**src/rtl/riscv_exec_pkg.sv**
```systemverilog
// Shared definitions for the RV32IM execute stage: ALU op codes, branch and
// M-extension funct3 codes, forwarding selects and the MDU state encoding.
package riscv_exec_pkg;

  // ALUControl_E encodings; codes 10-15 yield zero
  localparam logic [3:0] ALU_ADD  = 4'd0;
  localparam logic [3:0] ALU_SUB  = 4'd1;
  localparam logic [3:0] ALU_AND  = 4'd2;
  localparam logic [3:0] ALU_OR   = 4'd3;
  localparam logic [3:0] ALU_XOR  = 4'd4;
  localparam logic [3:0] ALU_SLT  = 4'd5;
  localparam logic [3:0] ALU_SLTU = 4'd6;
  localparam logic [3:0] ALU_SLL  = 4'd7;
  localparam logic [3:0] ALU_SRL  = 4'd8;
  localparam logic [3:0] ALU_SRA  = 4'd9;

  // Branch condition funct3
  localparam logic [2:0] BR_BEQ  = 3'b000;
  localparam logic [2:0] BR_BNE  = 3'b001;
  localparam logic [2:0] BR_BLT  = 3'b100;
  localparam logic [2:0] BR_BGE  = 3'b101;
  localparam logic [2:0] BR_BLTU = 3'b110;
  localparam logic [2:0] BR_BGEU = 3'b111;

  // RV32M funct3
  localparam logic [2:0] M_MUL    = 3'd0;
  localparam logic [2:0] M_MULH   = 3'd1;
  localparam logic [2:0] M_MULHSU = 3'd2;
  localparam logic [2:0] M_MULHU  = 3'd3;
  localparam logic [2:0] M_DIV    = 3'd4;
  localparam logic [2:0] M_DIVU   = 3'd5;
  localparam logic [2:0] M_REM    = 3'd6;
  localparam logic [2:0] M_REMU   = 3'd7;

  // Forwarding mux selects
  localparam logic [1:0] FWD_RF   = 2'b00;
  localparam logic [1:0] FWD_WB   = 2'b01;
  localparam logic [1:0] FWD_MEM  = 2'b10;
  localparam logic [1:0] FWD_ZERO = 2'b11;

  typedef enum logic [1:0] {
    MDU_IDLE = 2'd0,
    MDU_RUN  = 2'd1,
    MDU_DONE = 2'd2
  } mdu_state_t;

endpackage

```
**src/rtl/mdu_iterative.sv**
```systemverilog
// Iterative RV32M multiply/divide unit.
// One shift-add (multiply) or restoring-subtract (divide) step per cycle.
// Ports:
//   clk, rst     clock, asynchronous active-low reset
//   start        launch an op when idle (operands latched on that edge)
//   op           RV32M funct3
//   a, b         operands (rs1, rs2)
//   busy         iterating (RUN)
//   done         result valid this cycle (DONE)
//   result       signed-corrected result, valid while done=1
module mdu_iterative
  import riscv_exec_pkg::*;
#(
  parameter int unsigned XLEN = 32
) (
  input  logic            clk,
  input  logic            rst,
  input  logic            start,
  input  logic [2:0]      op,
  input  logic [XLEN-1:0] a,
  input  logic [XLEN-1:0] b,
  output logic            busy,
  output logic            done,
  output logic [XLEN-1:0] result
);

  localparam int unsigned CW = $clog2(XLEN);
  localparam logic [CW-1:0] CNT_ONE  = CW'(1);
  localparam logic [CW-1:0] CNT_LAST = CW'(XLEN - 1);

  mdu_state_t      state;
  logic [CW-1:0]   cnt;
  logic [2:0]      op_q;
  // Multiply: hi = partial product, lo = multiplier shifting out, m = multiplicand.
  // Divide:   hi = partial remainder, lo = dividend/quotient, m = divisor.
  logic [XLEN-1:0] hi, lo, m;
  logic            neg_q, neg_r, div0;

  logic            is_div, a_signed, b_signed, a_neg, b_neg;
  logic [XLEN-1:0] a_mag, b_mag;
  logic [XLEN:0]   mul_sum, div_shift, div_diff;
  logic            div_ge;
  logic [2*XLEN-1:0] prod, prod_s;
  logic [XLEN-1:0] quo, rem;

  always_comb begin
    is_div   = op[2];
    a_signed = is_div ? ~op[0] : ((op == M_MULH) || (op == M_MULHSU));
    b_signed = is_div ? ~op[0] : (op == M_MULH);
    a_neg    = a_signed & a[XLEN-1];
    b_neg    = b_signed & b[XLEN-1];
    a_mag    = a_neg ? -a : a;
    b_mag    = b_neg ? -b : b;
  end

  always_comb begin
    mul_sum   = {1'b0, hi} + (lo[0] ? {1'b0, m} : '0);
    div_shift = {hi, lo[XLEN-1]};
    div_diff  = div_shift - {1'b0, m};
    div_ge    = (div_shift >= {1'b0, m});
  end

  always_ff @(posedge clk or negedge rst) begin
    if (!rst) begin
      state <= MDU_IDLE;
      cnt   <= '0;
      op_q  <= '0;
      hi    <= '0;
      lo    <= '0;
      m     <= '0;
      neg_q <= 1'b0;
      neg_r <= 1'b0;
      div0  <= 1'b0;
    end else begin
      case (state)
        MDU_IDLE: begin
          if (start) begin
            state <= MDU_RUN;
            cnt   <= '0;
            op_q  <= op;
            hi    <= '0;
            lo    <= is_div ? a_mag : b_mag;
            m     <= is_div ? b_mag : a_mag;
            neg_q <= a_neg ^ b_neg;
            neg_r <= a_neg;
            div0  <= (b == '0);
          end
        end
        MDU_RUN: begin
          if (op_q[2]) begin
            hi <= div_ge ? div_diff[XLEN-1:0] : div_shift[XLEN-1:0];
            lo <= {lo[XLEN-2:0], div_ge};
          end else begin
            hi <= mul_sum[XLEN:1];
            lo <= {mul_sum[0], lo[XLEN-1:1]};
          end
          cnt <= cnt + CNT_ONE;
          if (cnt == CNT_LAST) state <= MDU_DONE;
        end
        MDU_DONE: state <= MDU_IDLE;
        default:  state <= MDU_IDLE;
      endcase
    end
  end

  // Divide by zero leaves the quotient magnitude all ones; the sign fix-up
  // would corrupt that, so it is forced. Remainder = dividend falls out naturally.
  always_comb begin
    prod   = {hi, lo};
    prod_s = neg_q ? -prod : prod;
    quo    = div0 ? '1 : (neg_q ? -lo : lo);
    rem    = neg_r ? -hi : hi;
    case (op_q)
      M_MUL:                    result = prod_s[XLEN-1:0];
      M_MULH, M_MULHSU, M_MULHU: result = prod_s[2*XLEN-1:XLEN];
      M_DIV, M_DIVU:            result = quo;
      default:                  result = rem;
    endcase
  end

  assign busy = (state == MDU_RUN);
  assign done = (state == MDU_DONE);

endmodule

```
**src/rtl/execute_stage_mdu.sv**
```systemverilog
// RV32IM execute stage: forwarding muxes, ALU, branch/jump resolution,
// iterative MDU and the E->M pipeline register.
// Ports:
//   clk, rst                       clock, asynchronous active-low reset
//   *_E control/data inputs        from the ID/EX register and hazard unit
//   ResultW                        writeback value for forwarding
//   PCSrc_E, PC_Target_E           PC redirect
//   Stall_E                        hold F/D/E while the MDU works
//   *_M outputs                    E/M pipeline register
module execute_stage_mdu
  import riscv_exec_pkg::*;
#(
  parameter int unsigned XLEN = 32,
  parameter int unsigned REGW = 5
) (
  input  logic            clk,
  input  logic            rst,
  input  logic            RegWrite_E,
  input  logic            MemWrite_E,
  input  logic            ALUSrc_E,
  input  logic            Branch_E,
  input  logic            Jump_E,
  input  logic            Jalr_E,
  input  logic            MulDiv_E,
  input  logic [1:0]      ResultSrc_E,
  input  logic [3:0]      ALUControl_E,
  input  logic [2:0]      funct3_E,
  input  logic [XLEN-1:0] RD1_E,
  input  logic [XLEN-1:0] RD2_E,
  input  logic [XLEN-1:0] Imm_Ext_E,
  input  logic [XLEN-1:0] PC_E,
  input  logic [XLEN-1:0] PCPlus4_E,
  input  logic [XLEN-1:0] ResultW,
  input  logic [REGW-1:0] RD_E,
  input  logic [1:0]      ForwardA_E,
  input  logic [1:0]      ForwardB_E,
  output logic            PCSrc_E,
  output logic [XLEN-1:0] PC_Target_E,
  output logic            Stall_E,
  output logic            RegWrite_M,
  output logic            MemWrite_M,
  output logic [1:0]      ResultSrc_M,
  output logic [REGW-1:0] RD_M,
  output logic [XLEN-1:0] PCPlus4_M,
  output logic [XLEN-1:0] WriteData_M,
  output logic [XLEN-1:0] ALU_Result_M
);

  localparam int unsigned SHW = $clog2(XLEN);

  logic [XLEN-1:0] src_a, src_b_int, src_b, alu_result, jalr_sum, mdu_result;
  logic [SHW-1:0]  shamt;
  logic            br_eq, br_lt, br_ltu, br_cond;
  logic            mdu_busy, mdu_done;

  always_comb begin
    case (ForwardA_E)
      FWD_RF:  src_a = RD1_E;
      FWD_WB:  src_a = ResultW;
      FWD_MEM: src_a = ALU_Result_M;
      default: src_a = '0;
    endcase
    case (ForwardB_E)
      FWD_RF:  src_b_int = RD2_E;
      FWD_WB:  src_b_int = ResultW;
      FWD_MEM: src_b_int = ALU_Result_M;
      default: src_b_int = '0;
    endcase
    src_b = ALUSrc_E ? Imm_Ext_E : src_b_int;
    shamt = src_b[SHW-1:0];
  end

  always_comb begin
    case (ALUControl_E)
      ALU_ADD:  alu_result = src_a + src_b;
      ALU_SUB:  alu_result = src_a - src_b;
      ALU_AND:  alu_result = src_a & src_b;
      ALU_OR:   alu_result = src_a | src_b;
      ALU_XOR:  alu_result = src_a ^ src_b;
      ALU_SLT:  alu_result = {{(XLEN-1){1'b0}}, $signed(src_a) < $signed(src_b)};
      ALU_SLTU: alu_result = {{(XLEN-1){1'b0}}, src_a < src_b};
      ALU_SLL:  alu_result = src_a << shamt;
      ALU_SRL:  alu_result = src_a >> shamt;
      ALU_SRA:  alu_result = XLEN'($signed(src_a) >>> shamt);
      default:  alu_result = '0;
    endcase
  end

  // Branch compare uses the register operand, never the immediate
  always_comb begin
    br_eq  = (src_a == src_b_int);
    br_lt  = ($signed(src_a) < $signed(src_b_int));
    br_ltu = (src_a < src_b_int);
    case (funct3_E)
      BR_BEQ:  br_cond = br_eq;
      BR_BNE:  br_cond = ~br_eq;
      BR_BLT:  br_cond = br_lt;
      BR_BGE:  br_cond = ~br_lt;
      BR_BLTU: br_cond = br_ltu;
      BR_BGEU: br_cond = ~br_ltu;
      default: br_cond = 1'b0;
    endcase
    jalr_sum    = src_a + Imm_Ext_E;
    PC_Target_E = Jalr_E ? {jalr_sum[XLEN-1:1], 1'b0} : (PC_E + Imm_Ext_E);
    PCSrc_E     = ~MulDiv_E & (Jump_E | (Branch_E & br_cond));
  end

  mdu_iterative #(
    .XLEN(XLEN)
  ) u_mdu (
    .clk   (clk),
    .rst   (rst),
    .start (MulDiv_E),
    .op    (funct3_E),
    .a     (src_a),
    .b     (src_b_int),
    .busy  (mdu_busy),
    .done  (mdu_done),
    .result(mdu_result)
  );

  // Stall in IDLE (launch cycle) and RUN; released in DONE. Gated by reset so
  // an aborted operation stops holding the pipe immediately.
  assign Stall_E = rst & MulDiv_E & (mdu_busy | ~mdu_done);

  always_ff @(posedge clk or negedge rst) begin
    if (!rst) begin
      RegWrite_M   <= 1'b0;
      MemWrite_M   <= 1'b0;
      ResultSrc_M  <= '0;
      RD_M         <= '0;
      PCPlus4_M    <= '0;
      WriteData_M  <= '0;
      ALU_Result_M <= '0;
    end else if (Stall_E) begin
      RegWrite_M   <= 1'b0;
      MemWrite_M   <= 1'b0;
      ResultSrc_M  <= '0;
      RD_M         <= '0;
      PCPlus4_M    <= '0;
      WriteData_M  <= '0;
      ALU_Result_M <= '0;
    end else begin
      RegWrite_M   <= RegWrite_E;
      MemWrite_M   <= MemWrite_E;
      ResultSrc_M  <= ResultSrc_E;
      RD_M         <= RD_E;
      PCPlus4_M    <= PCPlus4_E;
      WriteData_M  <= src_b_int;
      ALU_Result_M <= MulDiv_E ? mdu_result : alu_result;
    end
  end

endmodule

```
**config.mk**
```make
export PLATFORM = sky130hd
export DESIGN_NAME = execute_stage_mdu
export DESIGN_NICKNAME = d
export VERILOG_FILES = /design/src/rtl/riscv_exec_pkg.sv /design/src/rtl/mdu_iterative.sv /design/src/rtl/execute_stage_mdu.sv
export SDC_FILE = /design/constraint.sdc
export NUM_CORES = 2
export LEC_CHECK = 0
export BUFFER_PORTS_ARGS = -buffer_cell sky130_fd_sc_hd__buf_2
export CORE_MARGIN = 2
export CORE_UTILIZATION = 50
export CTS_CLUSTER_SIZE = 30
export DETAILED_ROUTE_END_ITERATION = 10
export PLACE_DENSITY = 0.7
export SETUP_SLACK_MARGIN = 0.15
export SYNTH_ARGS = -nofsm -noshare
export SYNTH_HDL_FRONTEND = slang
export SYNTH_SLANG_ARGS = --single-unit
```
**constraint.sdc**
```tcl
create_clock -name clk -period 9.8 [get_ports clk]
set_clock_uncertainty 0.1 [all_clocks]
set_input_delay 2.45 -clock clk [delete_from_list [all_inputs] [get_ports clk]]
set_output_delay 2.45 -clock clk [all_outputs]
set_load 0.01 [all_outputs]
```
Word level (Yosys, flattened, before mapping)
Cells that the tools add are included. Widths: inputs -> output; s select.

Equal/unequal tests: 30. Multiplexer cells: 38. Shift operators: 3. Bitwise logic cells: 18. Reductions and logical operators: 14. Magnitude comparators: 5. Add/subtract/negate cells: 12.

Operators with widths (count): $mux 32 (19); $pmux 32 s10 (1); $pmux 32 s3 (3); $lt 32x32->1 (4); $neg 32->32 (4); $pmux 32 s2 (2); $add 32x32->32 (3); $mux 64 (1); $neg 64->64 (1); $sub 32x32->32 (2); $add 32x32->33 (1); $ge 33x32->1 (1); $and 32x32->32 (1); $eq 32x32->1 (1); $logic_not 32->1 (1); $or 32x32->32 (1); $shl 32x5->32 (1); $shr 32x5->32 (1); $sshr 32x5->32 (1); $xor 32x32->32 (1); $eq 3x3->1 const B (6); $eq 4x3->1 const B (4); $mux 5 (2); $pmux 5 s2 (1); other kinds (27) (57).

Output and inout bits: 139. Register bits after elaboration: 214. Word-level logic and storage cells: 136.

Logic depth before layout (Yosys ltp)
Word-level depth: 8. Gate-level depth with buffers: 21.

Cells and area by module
From an unflattened synthesis, not the netlist that was laid out.

Cell total of the unflattened synthesis: 4232. Area total of the unflattened synthesis: 31502.7 um^2.

Modules (own cells, without submodules): execute_stage_mdu (instances 1, seq. area each 2627.5 um^2, cells each 2446, area each 18124.9 um^2); mdu_iterative (instances 1, seq. area each 2727.6 um^2, cells each 1786, area each 13377.8 um^2).

Least setup slack after synthesis
No wires, ideal clock.

Kind: input to output. Start point: in ForwardA_E[0]. End point: out PC_Target_E[28]. Arrival time: 6.226 ns. Stages on the path: 16. Slack: 1.024 ns. Path buffers: 3. Path through: buf_2 buf_2 buf_2 mux2i_1 o2bb2ai_1 fa_1 a21o_1 a21oi_1 o21ai_0 o211ai_1 o2bb2ai_1 a21oi_1 o21a_1 a21oi_1 or4b_2 a32oi_1.

Cells in the longest elaborated chain, start to end: 4. Elaborated cells between the ends (all ways): 6.

Ends and longest elaborated chain: start, declared (line execute_stage_mdu.sv:35) `input logic [1:0] ForwardA_E,`; $eq 2x2->1, or another cell as far along (line execute_stage_mdu.sv:57) `case (ForwardA_E)`; $pmux 32 s3 (*) (line execute_stage_mdu.sv:57); $add 32x32->32 (*) (line execute_stage_mdu.sv:103) `jalr_sum = src_a + Imm_Ext_E;`; $mux 32 (*) (line execute_stage_mdu.sv:104) `PC_Target_E = Jalr_E ? {jalr_sum[XLEN-1:1], 1'b0} : (PC_E + Imm_Ext_E);`; end, declared (line execute_stage_mdu.sv:38) `output logic [XLEN-1:0] PC_Target_E,`.

Mark *: on every way between the ends. The rest lies on a longest branch, timed or not.

Final worst setup path
Same ends and word-level chain as after synthesis.

==> flow_summary.toml <==
[floorplanning]
die-height_microns = 251
die_w_microns = 251
start_util = 0.505
core_sq_mm = 0.0604
io_pins = 358
rows = 90
die-area_sq_mm = 0.0629

[routing]
first_pass_iters = 6
vias = 34141
antenna_left = 0
dr.first_iter.drc_count = 3842
viasPerCell = 6.74
wl_per_cell_microns = 29.3
wirelength_microns = 148000
drcViolationCount = 0

[grt]
grtUsageTotal = 0.454
grt_first_pass_wirelength_microns = 214000
grt_max_degree = 96
grt.overflow.total = 0
first_global_vias = 32500
antenna_found_initial = 8

[synth]
synth_area_leaders = "dfrtp_1 (18%), ha_1 (11%), mux2i_1 (9.2%)"
netlist_area_sq_mm = 0.0305
syn_inst = 4039
ys_types = 88
yosys.area.top_type = "dfrtp_1"
ys_seq_elements = 214
synth_fp_nets = 4528
synth_seq_area_share = 0.176
async_reset_ff_frac = 1.00
synth_top_area_share = 0.176
synth_ff_type = "dfrtp_1"
syn_area_per_cell_sq_um = 7.54
synth-edff-count = 0
yosys_warnings = 0

[layout]
syn_to_final_growth_pct = 11.6
drive_gt1_frac = 0.140
final_common_cell = "buf_2"
final_cell_mix = "buf_2 (356), o21ai_0 (353), nor2_1 (341)"
multi_input_area_sq_mm = 0.0234
layout.nets = 4747
final_cell_area_sq_mm = 0.0340
fill_cells = 5862
stdcell_count = 5062
seq_area_sq_mm = 0.00536

[sta]
relSlewSlack = 0.217
rsz0062_at_grt = "no"
fin_tns_setup_ns = 0
finalHoldViolations = 0
finalCriticalPeriod_ns = 9.03
tightest_slew_ns = 1.17
fin_crit_sh = 0.921
timing.fmax_mhz = 111
final-setup-viol-count = 0
drv_slew = 0

[setup_path]
path_max_fanout = 24
crit_path_start_kind = "primary input"
crit_arrival_ns = 6.48
cp-end-kind = "output port"
required_ns = 7.25
crit_type = "in -> out"

[clock_tree]
clockRootBuffer = "clkbuf_16"
cts-resized-gates = 0
hold_buffers = 0
clk_path_buf_depth = 3
clk_pin_slew_ns = 0.06
cts_tree = "yes"
clk_latency_ns = 0.62
htreeDepth = 1
cts_sinks = 214
cts_buffers = 27
post_cts_buffers = 0

[hold_path]
min_path_type = "reg -> reg"

[power]
static-leakage-power_nw = 15.4
powerDensity_mw_per_mm2 = 277
vdd_drop_max_v = 0.000259

[placement]
gp_congestion = 1.11
placed_area_sq_mm = 0.0330
dp.cells = 5011
hpwl_microns = 117000
portBuffers = 357

[job]
maxCapViolCount = 0

[status]
status = "finished clean"
-- worst max-delay path: stages --
cell	delay, ns
buf_2	0.31
buf_4	0.49
mux2i_1	0.26
o2bb2ai_1	0.13
ha_1	0.39
a21o_1	0.19
a21o_1	0.18
a21oi_1	0.15
o31ai_1	0.10
o2bb2ai_1	0.16
a21oi_1	0.31
o21a_1	0.23
a21oi_1	0.11
or4b_2	0.61
a32oi_1	0.22
buf_2	0.18
-- registers in the layout, summed over array words and instances (netlist names) --
signal	cells
u_mdu.m	32
u_mdu.cnt	5
u_mdu.lo	32
u_mdu.neg_r	1
RegWrite_M	1
u_mdu.op_q	3
ResultSrc_M	2
PCPlus4_M	32
WriteData_M	32
MemWrite_M	1
RD_M	5
ALU_Result_M	32
u_mdu.state	2
u_mdu.hi	32
u_mdu.div0	1
u_mdu.neg_q	1
-- area by class of cell --
| class | instances | area share |
|---|---|---|
| Sequential cell | 214 | 0.158 |
| Clock buffer | 31 | 0.0212 |
| Tap cell | 782 | 0.0288 |
| Clock inverter | 16 | 0.00740 |
| Timing Repair Buffer | 457 | 0.0749 |
| Inverter | 205 | 0.0226 |
| Multi-Input combinational cell | 3353 | 0.687 |
| Antenna cell | 4 | 0.000294 |
-- synthesized netlist by cell type (9+ instances only) --
library cell	count
a21o_1	82
nand3_1	66
a31oi_1	47
mux2i_1	279
and3_1	22
o2bb2ai_1	46
o21a_1	33
o21ai_0	355
a22o_1	11
o22ai_1	25
nand2b_1	35
a211oi_1	53
o21ai_1	9
nand4_1	28
o31ai_1	50
o221ai_1	51
o21bai_1	29
xnor2_1	187
nor2_1	343
buf_2	29
nand2_1	331
or3_1	33
a21boi_0	9
xor2_1	85
ha_1	264
or4_1	13
nor2b_1	74
a221oi_1	31
nor3_1	70
nor4_1	20
o211ai_1	80
clkbuf_1	195
buf_1	37
a221o_1	9
and2_1	24
dfrtp_1	214
a22oi_1	37
mux2_2	42
a21oi_1	307
o41ai_1	19
or2_2	13
inv_1	201
-- per-layer routing --
layer | wire (microns) | share of wire | global-route usage
met4 | 12800 | 0.086 | 0.320
met1 | 54100 | 0.36 | 0.532
met2 | 65200 | 0.44 | 0.723
met3 | 16200 | 0.11 | 0.119
met5 | 66 | 0.00044 | 0
-- worst paths after layout --
check | from | end | slack (ns) | cells after the start
hold reg to reg | u_mdu.cnt[3] | u_mdu.cnt[3] | 0.39 | 1
min in group asynchronous | rst | u_mdu.hi[25] | 1.75 | 1
setup reg to reg | ALU_Result_M[1] | ALU_Result_M[21] | 4.13 | 14
hold / removal | u_mdu.cnt[3] | u_mdu.cnt[3] | 0.39 | 1
setup / recovery | ForwardA_E[0] | PC_Target_E[28] | 0.77 | 16
max in group asynchronous | rst | PCPlus4_M[29] | 5.77 | 3
-- cell families after synthesis --
kind of cell / after synthesis / synth area share
XOR/XNOR: 272 / 0.0782
buffers and inverters: 472 / 0.0606
AO/OA/AOI/OAI: 1384 / 0.296
AND/OR/NAND/NOR: 1105 / 0.169
adder cells (fa/ha/maj): 270 / 0.112
multiplexers: 322 / 0.108
flip-flops: 214 / 0.176
-- where the power goes --
part	switching [mW]	total (mW)	internal, mW	leakage (nW)
registers	0.529	1.73	1.20	2.67
logic	4.04	6.56	2.52	12.3
clock network	0.453	1.12	0.664	0.463
-- metrics by stage --
step | utilization | worst slack (ns) | total power, mW | hold slack [ns]
6_report | 0.563 | 0.773 | 9.40 | 0.392
5_1_grt | 0.563 | 0.603 | 9.99 | 0.411
4_1_cts | 0.563 | 0.872 | 9.21 | 0.386
3_5_place_dp | 0.547 | 0.882 | 8.05 | 0.376
3_3_place_gp | 0.547 | 0.907 | 8.01 | 0.364
2_1_floorplan | - | 1.02 | 6.09 | 0.349
(Power assumes the default switching activity.)
